$ cat src/rtl/answer_pkg.sv
// -----------------------------------------------------------------------------
// answer_pkg
// Shared types and helpers for the answer generator slice.
//   state_t      : collection FSM states
//   DIGIT_W_DEF  : default bits per digit
//   MAX_VAL_DEF  : default largest legal digit (legal range 1..MAX_VAL)
//   digit_legal  : true when 1 <= v <= max_val
// No ports (package).
// -----------------------------------------------------------------------------
package answer_pkg;

    typedef enum logic {
        IDLE    = 1'b0,
        COLLECT = 1'b1
    } state_t;

    localparam int DIGIT_W_DEF = 4;
    localparam int MAX_VAL_DEF = 8;

    function automatic logic digit_legal(input int v, input int max_val);
        return (v >= 1) && (v <= max_val);
    endfunction

endpackage

$ cat src/rtl/answer_fallback_enc.sv
// -----------------------------------------------------------------------------
// answer_fallback_enc
// Combinational priority encoder: returns the lowest value in 1..MAX_VAL whose
// used bit is clear. Used when the random stream keeps producing rejects.
// Ports:
//   used [MAX_VAL:1]   in   values already taken by the answer under construction
//   pick [DIGIT_W-1:0] out  lowest unused value (0 only if every value is used)
// -----------------------------------------------------------------------------
module answer_fallback_enc
    import answer_pkg::*;
#(
    parameter int DIGIT_W = DIGIT_W_DEF,
    parameter int MAX_VAL = MAX_VAL_DEF
) (
    input  logic [MAX_VAL:1]   used,
    output logic [DIGIT_W-1:0] pick
);

    // Scan downwards so the last hit, i.e. the lowest free value, wins.
    always_comb begin
        pick = '0;
        for (int i = MAX_VAL; i >= 1; i--) begin
            if (!used[i]) pick = DIGIT_W'(i);
        end
    end

endmodule

$ cat src/rtl/answer_generator.sv
// -----------------------------------------------------------------------------
// answer_generator
// Builds a game answer of DIGITS distinct digits (each 1..MAX_VAL) from the
// LCG random stream on a rising edge of change_answer, then publishes it with a
// one-cycle write_enable pulse. Duplicate and out-of-range samples are rejected;
// after MAX_TRIES consecutive rejects the lowest unused value is taken instead,
// so collection always terminates.
//
// Optional build macro ANSWER_FIXED_EN: a request loads FIXED_ANSWER directly
// (write_enable pulse, answer_valid=1, busy never asserts, rand_in unused).
//
// Ports:
//   clk           in   system clock
//   rst_n         in   asynchronous active-low reset
//   change_answer in   request level; its rising edge starts a new answer
//   rand_in [31:0] in  random stream; only bits [DIGIT_W-1:0] are used
//   answer        out  committed answer, first accepted digit in the MS nibble
//   answer_valid  out  answer holds a committed value
//   busy          out  collection in progress
//   write_enable  out  one-cycle pulse in the cycle answer is updated
//
// state   | meaning
// --------+------------------------------------------------------------
// IDLE    | waiting for a request edge; answer holds last committed value
// COLLECT | sampling rand_in every cycle until DIGITS digits are accepted
// -----------------------------------------------------------------------------
module answer_generator
    import answer_pkg::*;
#(
    parameter int DIGITS    = 4,
    parameter int DIGIT_W   = DIGIT_W_DEF,
    parameter int MAX_VAL   = MAX_VAL_DEF,
    parameter int MAX_TRIES = 16,
    parameter logic [DIGITS*DIGIT_W-1:0] FIXED_ANSWER = 16'h1234
) (
    input  logic                        clk,
    input  logic                        rst_n,
    input  logic                        change_answer,
    input  logic [31:0]                 rand_in,
    output logic [DIGITS*DIGIT_W-1:0]   answer,
    output logic                        answer_valid,
    output logic                        busy,
    output logic                        write_enable
);

    localparam int IDX_W = $clog2(DIGITS + 1);
    localparam int TRY_W = $clog2(MAX_TRIES + 1);

    state_t                           state_q, state_d;
    logic                             chg_q;
    logic                             req, start;
    logic [DIGIT_W-1:0]               v;
    logic [MAX_VAL:1]                 used_q;
    logic                             used_hit;
    logic [IDX_W-1:0]                 idx_q;
    logic [TRY_W-1:0]                 tries_q;
    logic [DIGITS-1:0][DIGIT_W-1:0]   shadow_q, shadow_d;
    logic [DIGIT_W-1:0]               fb_pick, digit;
    logic                             is_new, fallback, accept, last;
    logic                             unused_bits;

    assign unused_bits = ^{FIXED_ANSWER, rand_in[31:DIGIT_W]};

    // Requests are ignored while collecting and in the write_enable cycle.
    assign req   = change_answer & ~chg_q;
    assign start = req & (state_q == IDLE) & ~write_enable;

    assign v = rand_in[DIGIT_W-1:0];

    always_comb begin
        used_hit = 1'b0;
        for (int i = 1; i <= MAX_VAL; i++) begin
            if (int'(v) == i) used_hit = used_q[i];
        end
    end

    answer_fallback_enc #(
        .DIGIT_W (DIGIT_W),
        .MAX_VAL (MAX_VAL)
    ) u_fallback (
        .used (used_q),
        .pick (fb_pick)
    );

    assign is_new   = digit_legal(int'(v), MAX_VAL) && !used_hit;
    assign fallback = !is_new && (tries_q == TRY_W'(MAX_TRIES - 1));
    assign accept   = is_new || fallback;
    assign digit    = is_new ? v : fb_pick;
    assign last     = accept && (idx_q == IDX_W'(DIGITS - 1));

    // Slot 0 lives in the MS digit of the packed shadow.
    always_comb begin
        shadow_d = shadow_q;
        for (int i = 0; i < DIGITS; i++) begin
            if (idx_q == IDX_W'(i)) shadow_d[DIGITS-1-i] = digit;
        end
    end

    // FSM: state register
    always_ff @(posedge clk or negedge rst_n) begin
        if (!rst_n) state_q <= IDLE;
        else        state_q <= state_d;
    end

    // FSM: next state
    always_comb begin
        state_d = state_q;
        case (state_q)
            IDLE: begin
`ifndef ANSWER_FIXED_EN
                if (start) state_d = COLLECT;
`endif
            end
            COLLECT: begin
                if (last) state_d = IDLE;
            end
            default: state_d = IDLE;
        endcase
    end

    // FSM: outputs
    always_comb begin
        busy = (state_q == COLLECT);
    end

    always_ff @(posedge clk or negedge rst_n) begin
        if (!rst_n) begin
            chg_q <= 1'b0;
        end else begin
            chg_q <= change_answer;
        end
    end

    always_ff @(posedge clk or negedge rst_n) begin
        if (!rst_n) begin
            used_q       <= '0;
            idx_q        <= '0;
            tries_q      <= '0;
            shadow_q     <= '0;
            answer       <= '0;
            answer_valid <= 1'b0;
            write_enable <= 1'b0;
        end else begin
            write_enable <= 1'b0;
            if (start) begin
`ifdef ANSWER_FIXED_EN
                answer       <= FIXED_ANSWER;
                answer_valid <= 1'b1;
                write_enable <= 1'b1;
`else
                used_q       <= '0;
                idx_q        <= '0;
                tries_q      <= '0;
                shadow_q     <= '0;
                answer_valid <= 1'b0;
`endif
            end else if (state_q == COLLECT) begin
                if (accept) begin
                    for (int i = 1; i <= MAX_VAL; i++) begin
                        if (int'(digit) == i) used_q[i] <= 1'b1;
                    end
                    shadow_q <= shadow_d;
                    tries_q  <= '0;
                    if (last) begin
                        answer       <= shadow_d;
                        answer_valid <= 1'b1;
                        write_enable <= 1'b1;
                    end else begin
                        idx_q <= idx_q + 1'b1;
                    end
                end else begin
                    tries_q <= tries_q + 1'b1;
                end
            end
        end
    end

endmodule

$ cat config.mk
export PLATFORM = sky130hd
export DESIGN_NAME = answer_generator
export DESIGN_NICKNAME = d
export VERILOG_FILES = /design/src/rtl/answer_pkg.sv /design/src/rtl/answer_fallback_enc.sv /design/src/rtl/answer_generator.sv
export SDC_FILE = /design/constraint.sdc
export NUM_CORES = 1
export LEC_CHECK = 0
export BUFFER_PORTS_ARGS = -buffer_cell sky130_fd_sc_hd__buf_2
export CAP_MARGIN = 20
export CORE_MARGIN = 4
export CORE_UTILIZATION = 54
export DETAILED_ROUTE_END_ITERATION = 6
export PLACE_DENSITY = 0.9
export SYNTH_ARGS = -nofsm -noshare
export SYNTH_HDL_FRONTEND = slang
export SYNTH_SLANG_ARGS = --single-unit
$ cat constraint.sdc
create_clock -name clk -period 2.5 [get_ports clk]
set_input_delay 0 -clock clk [delete_from_list [all_inputs] [get_ports clk]]
set_output_delay 0 -clock clk [all_outputs]
set_load 0.1 [all_outputs]
### Word level (Yosys, flattened, before mapping)

Index checks and enable logic that the tools add are counted.

| cells by class | value |
|---|---|
| $add $sub $neg | 2 |
| multipliers | 0 |
| divide/modulo/power cells | 0 |
| order comparisons | 2 |
| equal/unequal tests | 21 |
| shifts and indexed selects | 0 |
| mux-type cells | 53 |
| bitwise operators | 7 |
| reduce and logical (&&, ||, !) cells | 31 |

Operator list:

| operator | number |
|---|---|
| 4-bit two-way mux | 13 |
| 16-bit two-way mux | 3 |
| 4-bit == test, second input constant | 10 |
| 3-bit AND reduction | 10 |
| 1-bit two-way mux | 26 |
| 8-bit two-way mux | 3 |
| 2-bit nonzero test | 11 |
| 4-bit by 3-bit == test with 1-bit output, second input constant | 4 |
| 5-bit two-way mux | 3 |
| 3-bit two-way mux | 4 |
| 4-bit by 2-bit == test with 1-bit output, second input constant | 2 |
| 3-bit by 2-bit == test with 1-bit output, second input constant | 2 |
| 5-bit by 1-bit adder with 5-bit output, second input constant | 1 |
| 5-bit by 4-bit == test with 1-bit output, second input constant | 1 |
| 4-bit by 1-bit >= comparator with 1-bit output, second input constant | 1 |
| 4-bit less-or-equal comparator, second input constant | 1 |
| 1-bit logical AND | 4 |
| 1-bit NOT | 4 |
| 4-bit AND reduction | 1 |
| 3-bit by 1-bit adder with 3-bit output, second input constant | 1 |
| 1-bit AND | 3 |
| 3-bit by 1-bit == test with 1-bit output, second input constant | 1 |
| 3-bit logical NOT | 1 |
| 1-bit logical NOT | 2 |
| 4 further kinds | 4 |

| word-level totals | value |
|---|---|
| bits in registers | 52 |
| bits in latches | 0 |
| RAM bits | 0 |
| ROM bits | 0 |
| bits of input ports | 35 |
| output and inout bits | 19 |
| word-level logic and storage cells | 135 |
| memories kept | 0 |

### Longest topological paths before layout

| logic depth | value |
|---|---|
| depth after elaboration | 19 |
| depth in mapped cells | 10 |
| gate-level depth less buffers | 9 |

### Cells and area by module

Synthesis repeated with hierarchy kept, for this count alone.

| unflattened totals | value |
|---|---|
| cell total of the unflattened synthesis | 250 |
| area total of the unflattened synthesis | 2578.7 um2 |

Modules (own cells, without submodules):

| module | times used | cells an instance | area each (um2) |
|---|---|---|---|
| answer_generator | 1 | 238 | 2511.2 |
| answer_fallback_enc | 1 | 12 | 67.6 |

### Worst setup path after synthesis

No wires, ideal clock.

| path | value |
|---|---|
| path type | register -> register |
| start point | register write_enable |
| end point | register used_q[4] in the netlist's numbering |
| library setup time | 0.122 ns |
| arrival time | 2.123 ns |
| slack | 0.255 ns |
| stages on the path, launching flop included | 6 |
| clock period less this slack | 2.245 ns |
| cell sequence | dfrtp_1 or3b_2 or2_2 clkbuf_1 buf_1 a32o_1 |

| on the way | value |
|---|---|
| longest elaborated chain between the ends | 4 |
| elaborated cells between the ends (all ways) | 7 |
| those cells by class | mux: 1; bitwise: 2; reduce/logical: 4 |

Ends and longest elaborated chain:

| item | RTL line | source |
|---|---|---|
| start, declared | answer_generator.sv:43 | `output logic write_enable` |
| start signal, assigned | answer_generator.sv:142 | `write_enable <= 1'b0;` |
| start signal, assigned | answer_generator.sv:144 | `write_enable <= 1'b0;` |
| start signal, assigned | answer_generator.sv:167 | `write_enable <= 1'b1;` |
| 1-bit NOT (*) | answer_generator.sv:66 | `assign start = req & (state_q == IDLE) & ~write_enable;` |
| 1-bit AND (*) | answer_generator.sv:66 |  |
| 2-bit nonzero test (no source line) | -- |  |
| 3-bit AND reduction (no source line) | -- |  |
| end, declared | answer_generator.sv:53 | `logic [MAX_VAL:1] used_q;` |

Every way passes the cells marked *; elsewhere a longest branch is shown, timed or not.
A chain may end at the register's enable or synchronous reset.

### Worst setup path after layout

| path | value |
|---|---|
| start point | register used_q[7] in the netlist's numbering |
| end point | register answer[12] |

| on the way | value |
|---|---|
| longest elaborated chain between the ends | 9 |
| elaborated cells between the ends (all ways) | 18 |
| those cells by class | mux: 11; reduce/logical: 7 |

Ends and longest elaborated chain:

| item | RTL line | source |
|---|---|---|
| 4-bit two-way mux or 1-bit two-way mux (tied branches) (2 in a row) | answer_fallback_enc.sv:23, answer_generator.sv:73 |  |
| 4-bit two-way mux or 1-bit logical NOT (tied branches) | answer_fallback_enc.sv:23, answer_generator.sv:85 |  |
| 4-bit two-way mux or 1-bit logical AND (tied branches) | answer_fallback_enc.sv:23, answer_generator.sv:85 |  |
| 4-bit two-way mux or 1-bit logical NOT (tied branches) | answer_fallback_enc.sv:23, answer_generator.sv:86 |  |
| 4-bit two-way mux or 1-bit logical AND (tied branches) | answer_fallback_enc.sv:23, answer_generator.sv:86 |  |
| 4-bit two-way mux or 1-bit logical OR (tied branches) | answer_fallback_enc.sv:23, answer_generator.sv:87 |  |
| 4-bit two-way mux or 1-bit logical AND (tied branches) | answer_generator.sv:88, answer_generator.sv:89 |  |
| 4-bit two-way mux or 4-bit AND reduction (tied branches) | -- |  |
| end signal, assigned | answer_generator.sv:165 | `answer <= shadow_d;` |
| end, declared | answer_generator.sv:40 | `output logic [DIGITS*DIGIT_W-1:0] answer,` |

Parallel ways exist; a longest one is shown, timed or not.

==> metrics.yaml <==
outcome:
  status: "finished, final reports clean"
setup_path:
  rr_worst_depth: 7
  startpoint_type: "flop"
  crit_fanout: 13
  worstSetupEndpointType: "flop"
  r2r_slack_ns: 0.15
  crit_type: "reg2reg"
  reg2reg_to: "answer[12]"
  r2r-start: "used_q[7]"
  arrival_ns: 2.53
  crit_required_ns: 2.69
power:
  irDropWorstVdd_uv: 630
  p_leak_nw: 1.35
  power_density_nw_per_um2: 1420
finish:
  post-route-util: 0.638
  drive_gt1_frac: 0.237
  layout.nets: 328
  diodes: 0
  syn_to_final_growth_pct: 11.1
  design_area_sq_um: 2880
  stdcell_count: 339
synthesis:
  synth.area.top_cells: "dfrtp_1 (46%), nand2_1 (5.7%), ha_1 (3.4%), o21ai_1 (3.1%), buf_6 (3.0%)"
  netlist_area_sq_um: 2590
  seq_area_frac_synth: 0.464
  async_flop_share: 1.00
  yosysTopAreaCell: "dfrtp_1"
  synth-main-ff-cell: "dfrtp_1"
  synth_cells: 257
  ys_types: 57
  synth-seq-cells: 48
  ys_warn_count: 0
  synth-edff-count: 0
  synth_fp_nets: 299
  avgSynthCellArea_sq_um: 10.1
  synth_top_area_frac: 0.464
clock_network:
  post_cts.repair.setup_buffers: 0
  root_buffer: "clkbuf_8"
  numCtsBuffers: 5
  cts_tree: "done"
  clkTransAtPathRegs_ns: 0.09
  htreeDepth: 2
  clkSinkCount: 48
  cts.path.max_buffers: 2
  clock_latency_ns: 0.30
floorplanning:
  die_height_microns: 77.2
  dieArea_sq_um: 5970
  num_rows: 24
  core_area_sq_um: 4500
  num_io_pins: 54
  die_x_microns: 77.2
  initial_utilization: 0.575
placement:
  io_buffers: 25
  pre_cts_slack_ns: 0.184
  place_congestion: 0.924
  placed_area_sq_um: 2710
  placed_cells: 328
  dp_hpwl_microns: 3910
routing:
  antenna_left: 0
  drt_iter0_drc: 238
  wl_per_cell_microns: 16.4
  dr.pass1.iters: 4
  viasPerCell: 5.94
  drcViolationCount: 0
  wl_microns: 5570
  via_count: 2013
sta:
  hold_viol: 0
  fin_crit_ns: 2.35
  slew_viol_final: 0
  worst_slew_pin_slew_ns: 0.543
  setup_viol: 0
  max_freq_mhz: 426
  relSlewSlack: 0.637
  fin_ws_ns: 0.155
  setup-tns-final_ns: 0
  grt_setup_unrepaired: "no"
  skew_ns: 0.00761
  fin_crit_sh: 0.938
worst_hold_path:
  hp-class: "in2async"
flow_run:
  maxCapViolCount: 0
grt:
  overflow: 0
  grt_max_degree: 49
  grt_pass1_vias: 1982
  grt_pass1_wl_microns: 9620
  grt_antenna_before_repair: 0
  grt.total_usage: 0.202
## synthesized netlist by cell type (3+ instances only)
library cell  number
nand3b_1           3
mux2i_1            5
buf_6              7
a31oi_1            4
nor2_1            12
o2bb2ai_1          9
nor2b_1            7
clkbuf_1           4
ha_1               7
o21ai_0           12
o21ai_1           16
o31ai_1            4
nor3_1             7
nand2_1           39
a31o_2             4
a21o_1             5
a22o_1             4
dfrtp_1           48
inv_1              8
nand3_1            8
## power by group
part           switching (W)  total, W  internal (W)
clock               0.000266  0.000593      0.000327
sequential          0.000217   0.00128       0.00106
combinational        0.00162   0.00222      0.000604
total                0.00210   0.00409       0.00199
## metrics by stage
step | hold slack, ns | power, W
2_1_floorplan | -0.296 | 0.00306
3_3_place_gp | 0.124 | 0.00342
3_5_place_dp | 0.125 | 0.00348
4_1_cts | 0.161 | 0.00408
5_1_grt | 0.102 | 0.00434
6_report | 0.0813 | 0.00409
## worst max-delay path, cell delays in order, from the launching register on
cell and delay (ns):
dfrtp_1 0.43, mux2_1 0.32, a221o_2 0.45, o211ai_4 0.32, nand3_2 0.12, inv_2 0.23
mux2i_1 0.26, o31ai_1 0.10
## cells by family after synthesis
family | Yosys count | synth area share
buffers and inverters | 23 | 0.0614
DFF | 48 | 0.464
muxes | 9 | 0.0425
AOI/OAI and AO/OA | 73 | 0.206
and+or+nand+nor | 97 | 0.192
adders and majority gates | 7 | 0.0338
## flip-flops by register name, summed over array words and instances (netlist names)
register and flops:
write_enable 1, used_q 8, busy 1, idx_q 3
tries_q 5, answer_valid 1, answer 16, chg_q 1
shadow_q 12
## final cells by class
| cell class | instances | area (sq um) |
|---|---|---|
| Fill cell | 353 | 1630 |
| Sequential cell | 48 | 1200 |
| Multi-Input combinational cell | 186 | 1230 |
| Timing Repair Buffer | 36 | 225 |
| Clock inverter | 2 | 38.8 |
| Clock buffer | 6 | 82.6 |
| Inverter | 9 | 33.8 |
| Tap cell | 52 | 65.1 |
## layer usage
metal / GRT usage / part of all wire
met5: 0 / 0
met4: 0.0730 / 0.020
met3: 0.0539 / 0.069
met2: 0.313 / 0.48
met1: 0.271 / 0.43
## cells in the final DEF, fill, tap and decap left out, drive strengths merged, types with 3 or more instances in the layout
cell     netlist  layout
ha             7       7
nor2          15      15
a22o           4       4
o21ai         28      28
a31oi          4       4
mux2i          6       6
a31o           4       4
o31ai          4       4
mux2           3       3
dfrtp         48      48
a21oi          3       3
and2           3       3
nor2b          7       7
clkbuf         6       6
a21o           5       5
inv            9       9
nor3           7       7
nand3b         4       4
nand3          9       9
buf            8      34
o2bb2ai        9       9
nand2         39      39
## timing repair
| action | CTS | global route |
|---|---|---|
| hold buffers | 2 | 0 |
| hold endpoints to repair | 49 | 0 |
| resized for setup | 0 | 0 |
## worst max-delay path by stage
stage | slack (ns) | cells after the start | startpoint | to
floorplan | 0.26 | 5 | write_enable | used_q[4]
global placement | 0.24 | 6 | used_q[7] | answer[1]
detailed placement | 0.18 | 7 | used_q[7] | answer[12]
CTS | 0.16 | 7 | used_q[7] | answer[12]
global route | 0.06 | 7 | used_q[7] | answer[12]
finish | 0.15 | 7 | used_q[7] | answer[12]
Power figures use the tool's default switching activity.
